**config.mk**
```make
export PLATFORM = sky130hd
export DESIGN_NAME = average_pooling
export DESIGN_NICKNAME = d
export VERILOG_FILES = /design/src/rtl/average_pooling.sv
export SDC_FILE = /design/constraint.sdc
export NUM_CORES = 1
export LEC_CHECK = 0
export BUFFER_PORTS_ARGS = -buffer_cell sky130_fd_sc_hd__buf_2
export CELL_PAD_IN_SITES_DETAIL_PLACEMENT = 2
export CELL_PAD_IN_SITES_GLOBAL_PLACEMENT = 2
export CORE_AREA = 2 2 94 78
export CTS_CLUSTER_DIAMETER = 80
export DETAILED_ROUTE_END_ITERATION = 10
export DIE_AREA = 0 0 96 80
export PLACE_DENSITY_LB_ADDON = 0.1
export SLEW_MARGIN = 10
export SYNTH_ARGS = -nofsm -noshare
export SYNTH_HDL_FRONTEND = slang
export SYNTH_SLANG_ARGS = --single-unit
```
**constraint.sdc**
```tcl
create_clock -name clk -period 8.3 [get_ports clk]
set_input_delay 2.075 -clock clk [delete_from_list [all_inputs] [get_ports clk]]
set_output_delay 2.075 -clock clk [all_outputs]
set_load 0.005 [all_outputs]
```
**src/rtl/average_pooling.sv**
```systemverilog
// Average-pools the 1-bit canvas into OUT_DIM x OUT_DIM OUT_W-bit features, one feature-RAM write per window.
// Build option: define AVG_POOL_THRESHOLD_EN to emit binarised features (all-ones when sum >= half window).
module average_pooling #(
  parameter int CANVAS_W = 224,
  parameter int POOL     = 8,
  parameter int OUT_W    = 8,
  localparam int OUT_DIM = CANVAS_W / POOL,
  localparam int PIX_AW  = $clog2(CANVAS_W * CANVAS_W),
  localparam int FEAT_AW = $clog2(OUT_DIM * OUT_DIM),
  localparam int SUM_W   = $clog2(POOL * POOL + 1)
) (
  input  logic               clk,
  input  logic               reset,
  input  logic               en,
  input  logic               start,
  output logic               done,
  output logic               busy,
  output logic               pix_rd_en,
  output logic [PIX_AW-1:0]  pix_rd_addr,
  input  logic               pix_rd_data,
  output logic               feat_wr_en,
  output logic [FEAT_AW-1:0] feat_wr_addr,
  output logic [OUT_W-1:0]   feat_wr_data
);
  localparam int WIN      = POOL * POOL;
  localparam int LOG2_WIN = $clog2(WIN);
  localparam int SHIFT    = OUT_W - LOG2_WIN;
  localparam int CW       = (OUT_DIM > 1) ? $clog2(OUT_DIM) : 1;
  localparam int DW       = (POOL > 1) ? $clog2(POOL) : 1;

  localparam logic [CW-1:0] LAST_IDX = CW'(OUT_DIM - 1);
  localparam logic [DW-1:0] LAST_D   = DW'(POOL - 1);

  localparam logic [2:0] S_IDLE  = 3'd0;
  localparam logic [2:0] S_READ  = 3'd1;
  localparam logic [2:0] S_DRAIN = 3'd2;
  localparam logic [2:0] S_WRITE = 3'd3;
  localparam logic [2:0] S_DONE  = 3'd4;

  logic [2:0]       state;
  logic [CW-1:0]    col;
  logic [CW-1:0]    row;
  logic [DW-1:0]    dx;
  logic [DW-1:0]    dy;
  logic             vld_p1;
  logic [SUM_W-1:0] sum_p1;

`ifdef AVG_POOL_THRESHOLD_EN
  function automatic logic [OUT_W-1:0] pool_scale(input logic [SUM_W-1:0] s);
    return (s >= SUM_W'(WIN / 2)) ? '1 : '0;
  endfunction
`else
  function automatic logic [OUT_W-1:0] pool_scale(input logic [SUM_W-1:0] s);
    logic [SUM_W+OUT_W-1:0] wide;
    wide = {{OUT_W{1'b0}}, s} << SHIFT;
    if (wide > {{SUM_W{1'b0}}, {OUT_W{1'b1}}})
      return '1;
    return wide[OUT_W-1:0];
  endfunction
`endif

  // p0: read request for (col*POOL+dx, row*POOL+dy); p1: returned pixel accumulated under vld_p1
  always_ff @(posedge clk) begin
    if (reset) begin
      state  <= S_IDLE;
      col    <= '0;
      row    <= '0;
      dx     <= '0;
      dy     <= '0;
      vld_p1 <= 1'b0;
      sum_p1 <= '0;
    end else if (en) begin
      vld_p1 <= (state == S_READ);
      if (vld_p1)
        sum_p1 <= sum_p1 + SUM_W'(pix_rd_data);
      case (state)
        S_IDLE, S_DONE: begin
          if (start) begin
            state  <= S_READ;
            col    <= '0;
            row    <= '0;
            dx     <= '0;
            dy     <= '0;
            sum_p1 <= '0;
          end
        end
        S_READ: begin
          if (dx == LAST_D) begin
            dx <= '0;
            if (dy == LAST_D) begin
              dy    <= '0;
              state <= S_DRAIN;
            end else begin
              dy <= dy + 1'b1;
            end
          end else begin
            dx <= dx + 1'b1;
          end
        end
        S_DRAIN: state <= S_WRITE;
        S_WRITE: begin
          sum_p1 <= '0;
          state  <= S_READ;
          if (col == LAST_IDX) begin
            col <= '0;
            if (row == LAST_IDX) begin
              row   <= '0;
              state <= S_DONE;
            end else begin
              row <= row + 1'b1;
            end
          end else begin
            col <= col + 1'b1;
          end
        end
        default: state <= S_IDLE;
      endcase
    end
  end

  // Strobes are qualified by en so a frozen cycle never issues a read or repeats a write
  assign busy         = (state == S_READ) || (state == S_DRAIN) || (state == S_WRITE);
  assign done         = (state == S_DONE);
  assign pix_rd_en    = en && (state == S_READ);
  assign feat_wr_en   = en && (state == S_WRITE);
  assign pix_rd_addr  = (PIX_AW'(row) * PIX_AW'(POOL) + PIX_AW'(dy)) * PIX_AW'(CANVAS_W)
                      + PIX_AW'(col) * PIX_AW'(POOL) + PIX_AW'(dx);
  assign feat_wr_addr = FEAT_AW'(row) * FEAT_AW'(OUT_DIM) + FEAT_AW'(col);
  assign feat_wr_data = pool_scale(sum_p1);

endmodule

```
==> key figures, run 1 <==
Global route
  – Antenna violations before repair: 0
  – Global Route Usage Sum: 17.0%
  – Met2 usage: 26.5%
  – Met3 usage: 2.74%
  – Global-route wire length before repair: 10.3 mm
  – Met1 Resource Use GR: 24.7%
  – Top Usage Layer GRT: met2
  – Grt ovf: 0
  – Largest net degree at the start of global routing: 17
  – Vias in the first global route: 2109

Finish
  – Commonest non-fill, non-tap cell in the layout: buf_2
  – Share of post-route cells with drive strength above 1: 19.5%
  – FF/Latch Area: 541 um^2
  – Filler cells: 804
  – Syn-to-layout area delta: 12.7%
  – N_diodes: 0
  – Post-layout net count: 357
  – Most frequent cells in the layout: buf_2 (42), nor2_1 (35), ha_1 (27), dfxtp_1 (27), a21oi_1 (19)
  – Non-filler cells, final: 400
  – Multi-input logic area: 1730 um^2

Die
  – Die ar.: 7680 um^2
  – Die width: 96 um
  – Die H: 80 um
  – Starting Density: 35.3%
  – Ports: 43
  – FP Rows: 27
  – Total core area: 6720 um^2

Synth
  – Avg Cell Area, Syn: 8.54 um^2
  – Synthesis warning total: 0
  – Synthesis-stage register bit count: 27
  – Cells after Synth: 278
  – Synth Area in Simple Gates: 22.8%
  – Largest family of logic cells by synthesized area: adder cells
  – Multiplexer share of the synthesized area: 0.896%
  – Synth Flop Type: dfxtp_1
  – Post-synthesis xor/xnor area fraction: 11.8%
  – Syn Nets: 321
  – Mapped Area: 2370 um^2
  – Synth unique cells: 45
  – Post-synth EDFFs: 0
  – Compound-gate portion of the synthesized area: 13.8%
  – Adder-cell share of the synthesized area: 23.5%
  – Post-synth ARST share: 0%
  – Register area share after synthesis: 22.8%

Critical path
  – Critical path startpoint category: flip-flop
  – Worst path slowest cell: fa_1
  – Critical Path Max Stage Delay: 0.62 ns
  – Critical Path Most Common Cell: fa_1
  – Worst-path cell chain: fa_1 > inv_1 > fa_1 > nor2b_1 > o22ai_1 > xnor2_1 > nand4_1 > nor4_2 > xor2_1 > buf_2
  – Worst EP arrival: 3.30 ns
  – Maximum fanout along the worst path: 7
  – WP data required: 6.23 ns
  – CP Capture Type: primary output
  – CP Class: reg2out

Placed design
  – Placed insts: 396
  – Port bufs: 42
  – RePlAce Congestion: 0.733
  – DP HPWL: 4.97 mm

CTS
  – Worst skew pair latency: 0.28 ns
  – Root Driver: clkbuf_8
  – Post-CTS Setup Bufs: 0
  – Clk sinks: 27
  – Hold buffers post-CTS: 0
  – TritonCTS clock tree: done
  – Clock Path Buffers: 2
  – Num CTS Buffers: 3
  – Clock slew at reported path FFs: 0.10 ns
  – # H-tree levels: 1
  – CTS resizes: 0

Status
  – Status: completed

Pwr
  – Comb power frac: 17.1%
  – Worst VDD drop: 0.0649 mV
  – Clk pwr share: 30.2%
  – Net switching power figure: 0.0746 mW
  – Reg power frac: 52.7%
  – LEAKAGE: 1.33 nW
  – Sw frac: 28.8%
  – Power density cells: 96.9 nW/um^2
  – Internal cell power: 0.184 mW

Timing
  – Setup TNS: 0 ns
  – Tmin final: 5.37 ns
  – Max Fclk: 186 MHz
  – Clock Skews: 0.00213 ns
  – Tcrit/Tclk final: 64.7%
  – Worst-margin pin slew: 0.531 ns
  – Final setup violation count: 0
  – RSZ-0062 raised after global routing: false
  – Final max-slew violation count: 0
  – Final hold vios: 0
  – Hold Slack: 0.498 ns
  – Slew margin rel.: 64.5%

Routing
  – Drt pass-1 iters: 3
  – Initial DRC Count: 39
  – Final WL: 5.99 mm
  – Routed via count: 2042
  – Drt via density: 5.11
  – ANT nets after route: 0
  – Routed len/inst: 15.0 um
  – Remaining DRCs: 0

Flow run
  – # Max-Cap Violations: 0

Hold path
  – Hold Path Class: reg2reg
-- metal layers --
layer  wire, um  vias up
met2       2540       28
met5          0        -
met3        192        5
met4         31        0
met1       3230      988
li1           -     1021
-- path summary, 6_finish.rpt --
path	startpoint	endpoint	slack, ns	cells past startpoint
min	sum_p1[0]	sum_p1[0]	0.50	2
max reg2reg	row[0]	state[2]	6.24	6
min reg2reg	sum_p1[0]	sum_p1[0]	0.50	2
max	row[0]	pix_rd_addr[15]	2.93	10
-- cells in the mapped netlist, types with 2 or more instances --
cell      number  area share [%]
a211oi_1       2            0.63
a21o_1         5             1.6
a21oi_1       19             4.0
a22o_1         2            0.74
a22oi_1        3            0.95
a31oi_1        2            0.53
and3_1         5             1.3
buf_4          6             1.9
clkbuf_1       5            0.79
dfxtp_1       27              23
fa_1          11             9.3
ha_1          27              14
inv_1         11             1.7
nand2_1       18             2.8
nand2b_1       4             1.1
nand3_1       13             2.7
nand3b_1       2            0.63
nor2_1        35             5.5
nor2b_1        5             1.3
nor3_1         3            0.63
nor3b_1        3            0.95
o21ai_0        9             1.9
or2_2          9             2.4
xnor2_1       17             6.3
xor2_1        15             5.5
-- flip-flops by register name (all words and copies together), names as in the netlist --
| signal | count |
|---|---|
| dx | 3 |
| vld_p1 | 1 |
| dy | 3 |
| sum_p1 | 7 |
| col | 5 |
| state | 3 |
| row | 5 |
-- kinds of logic (layout without fill, tap and decap cells) --
group,Yosys count,in the layout
adders and majority gates,38,38
AOI/OAI and AO/OA,52,52
xor gates and xnor gates,32,32
and+or+nand+nor,105,105
muxes,2,2
DFF,27,27
buffers and inverters,22,57
-- power by group through the flow --
stage / registers [mW] / logic [mW] / clock network, mW
final: 0.136 / 0.0443 / 0.0782
after floorplan: 0.138 / 0.0299 / 0
after global routing: 0.137 / 0.0514 / 0.0867
after detailed placement: 0.140 / 0.0448 / 0
after CTS: 0.137 / 0.0456 / 0.0811
after global placement: 0.139 / 0.0438 / 0
-- through the flow --
stage / util (%) / total power [mW] / worst slack (ns) / cell area [um^2]
2_1_floorplan: - / 0.168 / 3.70 / 2370
3_3_place_gp: 39.1 / 0.183 / 3.42 / 2630
3_5_place_dp: 39.1 / 0.185 / 3.25 / 2630
4_1_cts: 39.8 / 0.263 / 2.90 / 2670
5_1_grt: 39.8 / 0.275 / 2.64 / 2670
6_report: 39.8 / 0.259 / 2.93 / 2670
-- final cells by class --
cell class / instances / area share [%]
tap: 87 / 4.07
clock buffer: 4 / 1.68
multi-input combinational: 229 / 64.6
inverter: 11 / 1.54
sequential: 27 / 20.2
timing repair buffer: 42 / 7.86
-- worst max-delay path, delay by kind of cell, from the launching register on --
family	cells	cell delay (ns)
AO/OA/AOI/OAI	1	0.15
XOR/XNOR	2	0.52
adder cells (fa/ha/maj)	2	1.08
buffers and inverters	2	0.19
flip-flops	1	0.44
AND/OR/NAND/NOR	3	0.63
Note: power is estimated with default switching activity, not from simulation.
==> inputs of run 2 (changes only) <==
- CORE_AREA: 2 2 94 78 -> 2 2 98 81
- DIE_AREA: 0 0 96 80 -> 0 0 100 83
- clock period: 8.3 -> 5.2 ns (I/O delays scaled with it)
==> run 2 against run 1 <==
Setup slack got worse by 2.3 ns. Core utilization down 3.0 points. Sequential share of layout area is essentially flat. Clock skew increased by 0.0031 ns. Total power is 59% higher. Largest power group unchanged. Global-route usage decreased by 1.7 points. Die area is 8.1% higher. Sequential cell count is the same. Hold slack about the same. Routed wire length increased by 0.52%.
==> key figures, run 2 (synthesized netlist as in run 1, its figures left out) <==
Critical path
  – Critical Path Max Stage Delay: 0.63 ns (about the same)
  – Worst path slowest cell: fa_1
  – Buffer and inverter count on the worst path: 2 (unchanged)
  – Delay-heaviest family, CP: adder cells
  – Critical path startpoint category: flip-flop
  – Worst EP arrival: 3.30 ns (about the same)
  – Critical Path Most Common Cell: fa_1
  – Worst-path cell chain: fa_1 > inv_1 > fa_1 > nor2b_1 > o22ai_1 > xnor2_1 > nand4_1 > nor4_2 > xor2_1 > buf_2
  – CP Class: reg2out
  – Maximum fanout along the worst path: 7 (unchanged)
  – WP data required: 3.90 ns (-2.33 ns)
  – CP Capture Type: primary output

Pwr
  – Power density cells: 154 nW/um^2 (+59%)
  – LEAKAGE: 1.33 nW (unchanged)
  – Total power: 0.413 mW (+59%)
  – Worst VDD drop: 0.0800 mV (+23%)

Placed design
  – Port bufs: 42 (unchanged)
  – RePlAce Congestion: 0.789 (+7.5%)
  – DP HPWL: 5.03 mm (+1.2%)

CTS
  – # H-tree levels: 1 (unchanged)
  – Post-CTS Setup Bufs: 0 (unchanged)
  – Clk sinks: 27 (unchanged)
  – Clock slew at reported path FFs: 0.10 ns (about the same)
  – Hold buffers post-CTS: 0 (unchanged)
  – Num CTS Buffers: 3 (unchanged)
  – Clock Path Buffers: 2 (unchanged)
  – CTS resizes: 0 (unchanged)
  – Worst skew pair latency: 0.28 ns (about the same)
  – TritonCTS clock tree: done
  – Root Driver: clkbuf_8

Global route
  – Largest net degree at the start of global routing: 17 (unchanged)
  – Global Route Usage Sum: 15.2% (-1.7 points)
  – Antenna violations before repair: 0 (unchanged)
  – Global-route wire length before repair: 10.3 mm (-0.14%)
  – Vias in the first global route: 2069 (-1.9%)
  – Grt ovf: 0 (unchanged)

Timing
  – Setup TNS: 0 ns (unchanged)
  – RSZ-0062 raised after global routing: false
  – Tcrit/Tclk final: 88.4%
  – Slew margin rel.: 67.5% (+3.0 points)
  – Final setup violation count: 0 (unchanged)
  – Tmin final: 4.60 ns
  – Hold Slack: 0.498 ns (-0.000154 ns)
  – Worst-margin pin slew: 0.487 ns (-0.0444 ns)
  – Final max-slew violation count: 0 (unchanged)
  – Max Fclk: 218 MHz
  – Clock Skews: 0.00518 ns (+0.00305 ns)
  – Final hold vios: 0 (unchanged)

Finish
  – Post-layout net count: 357 (unchanged)
  – Biggest register: sum_p1
  – Share of post-route cells with drive strength above 1: 19.5% (unchanged)
  – Filler cells: 840 (+4.5%)
  – Max reg flops: 7 (unchanged)
  – Most frequent cells in the layout: buf_2 (42), nor2_1 (35), ha_1 (27), dfxtp_1 (27), a21oi_1 (19)
  – N_diodes: 0 (unchanged)
  – Regs by FF count: sum_p1: 7 flops, col: 5 flops, row: 5 flops
  – Syn-to-layout area delta: 12.8%
  – Commonest non-fill, non-tap cell in the layout: buf_2

Flow run
  – # Max-Cap Violations: 0 (unchanged)

Routing
  – Routed len/inst: 14.9 um (-0.23%)
  – Drt via density: 5.08 (-0.50%)
  – Final WL: 6.02 mm (+0.52%)
  – Met3 WL post-DR: 159 um (-17%)
  – Remaining DRCs: 0 (unchanged)
  – Routed met1 length: 3.26 mm (+1.1%)
  – Initial DRC Count: 41 (+5.1%)
  – ANT nets after route: 0 (unchanged)
  – Met2 wire len: 2.55 mm (+0.39%)
  – Highest routed layer: met4
  – Drt pass-1 iters: 4 (+1)
  – Routed via count: 2047 (+0.24%)

Die
  – Starting Density: 32.6% (-2.7 points)
  – FP Rows: 28 (+3.7%)
  – Die width: 100 um (+4.2%)
  – Ports: 43 (unchanged)
  – Die ar.: 8300 um^2 (+8.1%)
  – Die H: 83 um (+3.8%)
  – Total core area: 7290 um^2 (+8.4%)

Hold path
  – Hold Path Class: reg2reg

Status
  – Status: completed
-- run 2: path summary, 6_finish.rpt --
path | endpoint | slack [ns] | depth (start not counted) | from
max | pix_rd_addr[15] | 0.60 | 10 | row[0]
min | sum_p1[1] | 0.50 | 2 | sum_p1[1]
max reg2reg | state[2] | 3.14 | 6 | row[0]
min reg2reg | sum_p1[1] | 0.50 | 2 | sum_p1[1]
-- run 2: area by class of cell --
cell class	instances	area [um^2]	area share, %
inverters	11	41.3	1.54
repair buffers	42	210	7.85
clock buffers	4	45.0	1.68
multi-input cells	229	1730	64.5
well taps	90	113	4.21
flip-flops and latches	27	541	20.2
-- run 2: where the power goes --
part / internal, mW / switching (mW)
clock network: 0.0551 / 0.0693
registers: 0.210 / 0.00727
logic: 0.0289 / 0.0416
total: 0.294 / 0.118
-- run 2: metrics by stage --
| step | instances | instance area (um^2) | worst slack [ns] | util (%) |
|---|---|---|---|---|
| after floorplan | 278 | 2370 | 1.37 | - |
| after global placement | 399 | 2630 | 1.04 | 36.1 |
| after detailed placement | 399 | 2630 | 0.906 | 36.1 |
| after CTS | 403 | 2680 | 0.554 | 36.7 |
| after global routing | 403 | 2680 | 0.351 | 36.7 |
| final | 403 | 2680 | 0.603 | 36.7 |
-- run 2: worst min-delay path: cells and delay by family, from the launching register on --
| kind | cells | cell delay (ns) |
|---|---|---|
| flops | 1 | 0.34 |
| simple gates | 1 | 0.06 |
| compound gates | 1 | 0.06 |
-- run 2: metal layers --
metal	GRT usage, %	vias up
li1	-	1021
met1	23.0	992
met2	22.7	29
met3	2.61	5
met4	2.99	0
met5	0	-
==> inputs of run 3 (changes only) <==
- ABC_AREA: not set -> 1
- CORE_AREA: 2 2 98 81 -> 2 2 103 85
- DIE_AREA: 0 0 100 83 -> 0 0 105 87
- MAX_ROUTING_LAYER: not set -> met4
==> run 3 against run 2 <==
Design area is 7.4% higher. Clock power is essentially flat. Maximum frequency is 6.6% higher. Core utilization decreased by 1.6 points. Total power rose by 26%. Global-route usage is 1.2 points higher. Hold slack lost 0.0051 ns. Sequential cell count stayed put. Sequential share of layout area down 1.4 points. Area after synthesis is 6.5% higher. Critical path type unchanged.
==> key figures, run 3 <==
Routing
  – Met3 WL post-DR: 218 um (+37%)
  – Drt via density: 4.69 (-7.7%)
  – Remaining DRCs: 0 (unchanged)
  – Final WL: 7.01 mm (+16%)
  – Initial DRC Count: 37 (-9.8%)
  – Routed met1 length: 3.81 mm (+17%)
  – ANT nets after route: 0 (unchanged)
  – Highest routed layer: met4
  – Routed via count: 2363 (+15%)
  – Met2 wire len: 2.97 mm (+17%)
  – Routed len/inst: 13.9 um (-6.9%)
  – Drt pass-1 iters: 4 (unchanged)

Timing
  – Final worst setup slack: 0.888 ns (+0.285 ns)
  – Clock Skews: 0.0155 ns (+0.0103 ns)
  – Final max-slew violation count: 0 (unchanged)
  – Slew margin rel.: 66.1% (-1.4 points)
  – Hold Slack: 0.493 ns (-0.00507 ns)
  – Tcrit/Tclk final: 82.9% (-5.5 points)
  – Tmin final: 4.31 ns (-0.285 ns)
  – Final hold vios: 0 (unchanged)
  – Worst-margin pin slew: 0.507 ns (+0.0203 ns)
  – RSZ-0062 raised after global routing: false
  – Max Fclk: 232 MHz (+6.6%)
  – Setup TNS: 0 ns (unchanged)
  – Final setup violation count: 0 (unchanged)

Flow run
  – # Max-Cap Violations: 0 (unchanged)

Finish
  – Non-filler cells, final: 504 (+25%)
  – Final instance area: 2880 um^2 (+7.4%)
  – Max reg flops: 7 (unchanged)
  – Regs by FF count: sum_p1: 7 flops, col: 5 flops, row: 5 flops
  – Commonest non-fill, non-tap cell in the layout: nand2_1
  – N_diodes: 0 (unchanged)
  – Biggest register: sum_p1
  – Share of post-route cells with drive strength above 1: 16.1% (-3.4 points)
  – Fin util: 35.1% (-1.6 points)
  – Post-layout net count: 436 (+22%)
  – Syn-to-layout area delta: 13.7%
  – Most frequent cells in the layout: nand2_1 (73), inv_1 (51), buf_2 (42)

CTS
  – Post-CTS Setup Bufs: 0 (unchanged)
  – Worst skew pair latency: 0.28 ns (about the same)
  – TritonCTS clock tree: done
  – # H-tree levels: 1 (unchanged)
  – Clock Path Buffers: 2 (unchanged)
  – Hold buffers post-CTS: 0 (unchanged)
  – Clock slew at reported path FFs: 0.11 ns (about the same)
  – Root Driver: clkbuf_8
  – CTS resizes: 0 (unchanged)
  – Num CTS Buffers: 3 (unchanged)
  – Clk sinks: 27 (unchanged)

Pwr
  – Reg power frac: 44.7% (-8.1 points)
  – Total power: 0.520 mW (+26%)
  – Net switching power figure: 0.189 mW (+60%)
  – Power density cells: 181 nW/um^2 (+17%)
  – Comb power frac: 31.1% (+14 points)
  – Worst VDD drop: 0.104 mV (+30%)
  – Internal cell power: 0.331 mW (+13%)
  – LEAKAGE: 1.55 nW (+16%)
  – Sw frac: 36.3% (+7.7 points)
  – Clk pwr share: 24.2% (-5.9 points)

Synth
  – Avg Cell Area, Syn: 7.16 um^2 (-16%)
  – Adder-cell share of the synthesized area: 22.1% (-1.4 points)
  – Compound-gate portion of the synthesized area: 9.35% (-4.4 points)
  – Largest family of logic cells by synthesized area: simple AND/OR/NAND/NOR gates
  – Multiplexer share of the synthesized area: 0% (-0.90 points)
  – Synthesis-stage register bit count: 27 (unchanged)
  – Dominant cells by area after synthesis: dfxtp_1 (21%), ha_1 (13%), nand2_1 (11%), fa_1 (8.7%), inv_1 (7.6%)
  – Register area share after synthesis: 21.4% (-1.4 points)
  – Post-synth top cells: nand2_1 (73), inv_1 (51), nor2_1 (41), dfxtp_1 (27), ha_1 (27)
  – Post-synth EDFFs: 0 (unchanged)
  – Synth unique cells: 28 (-38%)
  – Cells after Synth: 353 (+27%)
  – Mapped Area: 2530 um^2 (+6.5%)
  – Synth Flop Type: dfxtp_1
  – Syn Nets: 396 (+23%)
  – Post-synth ARST share: 0% (unchanged)
  – Synthesis warning total: 0 (unchanged)
  – Post-synthesis xor/xnor area fraction: 7.97% (-3.8 points)
  – Area share of the largest cell type after synthesis: 21.4% (-1.4 points)
  – Synth area leader: dfxtp_1
  – Synth Area in Simple Gates: 29.2% (+6.4 points)
  – Count leader, synth: nand2_1

Critical path
  – Critical Path Most Common Cell: nand2_1
  – R2r startpoint: row[0]
  – CP Capture Type: primary output
  – Critical path startpoint category: flip-flop
  – Reg2reg path depth: 5 (-1)
  – Worst path slowest cell: fa_1
  – WP depth: 15 (+5)
  – Critical Path Max Stage Delay: 0.55 ns (-0.08 ns)
  – Maximum fanout along the worst path: 5 (-2)
  – Worst EP arrival: 3.01 ns (-0.29 ns)
  – CP Class: reg2out
  – Worst R2R Setup Slack: 3.51 ns (+0.37 ns)
  – Worst-path cell chain: fa_1 > ha_1 > inv_1 > fa_1 > inv_1 > nand3_1 > nand2_1 > nand2_1 > nand2_1 > nand3_1 > nor2_1 > nand2_1 > nand2_1 > nand2_1 > buf_2
  – Delay-heaviest family, CP: adder cells
  – WP data required: 3.90 ns (about the same)
  – R2R Path End: state[2]
  – Buffer and inverter count on the worst path: 3 (+1)

Die
  – Total core area: 8180 um^2 (+12%)
  – FP Rows: 30 (+7.1%)
  – Die H: 87 um (+4.8%)
  – Starting Density: 30.9% (-1.7 points)
  – Die width: 105 um (+5.0%)
  – Ports: 43 (unchanged)
  – Die ar.: 9140 um^2 (+10%)

Placed design
  – DP HPWL: 5.92 mm (+18%)
  – RePlAce Congestion: 0.798 (+1.1%)
  – Post-placement cell area: 2830 um^2 (+7.5%)
  – Place WS: 1.16 ns (+0.251 ns)
  – Port bufs: 42 (unchanged)
  – Placed insts: 500 (+25%)

Global route
  – Vias in the first global route: 2396 (+16%)
  – Antenna violations before repair: 0 (unchanged)
  – Global-route wire length before repair: 12.0 mm (+16%)
  – Largest net degree at the start of global routing: 16 (-1)
  – Grt ovf: 0 (unchanged)
  – Global Route Usage Sum: 16.4% (+1.2 points)

Hold path
  – Worst Hold Launch: sum_p1[0]
  – Hold Path Class: reg2reg
  – Worst Hold Path EP: sum_p1[0]
  – Hold path depth: 2 (unchanged)

Status
  – Status: completed
[run 3: tightest hold or removal path, cell delays in order (launching register included)]
cell,delay (ns)
dfxtp_1,0.32
inv_1,0.07
a211oi_1,0.06
[run 3: kinds of logic (layout without fill, tap and decap cells)]
| kind of cell | after synthesis | in the layout |
|---|---|---|
| compound gates | 42 | 42 |
| xor+xnor | 23 | 23 |
| fa+ha+maj | 38 | 38 |
| buf+inv | 61 | 100 |
| flops | 27 | 27 |
| simple gates | 162 | 162 |
[run 3: worst max-delay path by stage]
stage | startpoint | end | slack, ns
finish | dy[0] | pix_rd_addr[15] | 0.89
detailed placement | row[0] | pix_rd_addr[15] | 1.16
CTS | row[0] | pix_rd_addr[15] | 0.82
floorplan | dy[0] | pix_rd_addr[13] | 1.62
global placement | dy[0] | pix_rd_addr[15] | 1.24
global route | dy[0] | pix_rd_addr[15] | 0.64
[run 3: final cells by class]
type	instances	area (um^2)
Sequential cell	27	541
Fill cell	1044	5310
Clock inverter	1	5.00
Tap cell	112	140
Multi-Input combinational cell	265	1740
Inverter	54	203
Clock buffer	3	41.3
Timing Repair Buffer	42	210
[run 3: layer usage]
metal  GRT usage [%]  vias up
li1                -     1201
met3            2.47        2
met4           0.727        0
met2            25.7       30
met5               -        -
met1            23.6     1130
[run 3: power by group through the flow]
stage                     sequential (mW)  clock [mW]  combinational (mW)
final                               0.232       0.126               0.162
after global routing                0.235       0.140               0.188
after CTS                           0.233       0.133               0.166
after detailed placement            0.238           0               0.164
after global placement              0.237           0               0.159
after floorplan                     0.233           0               0.110
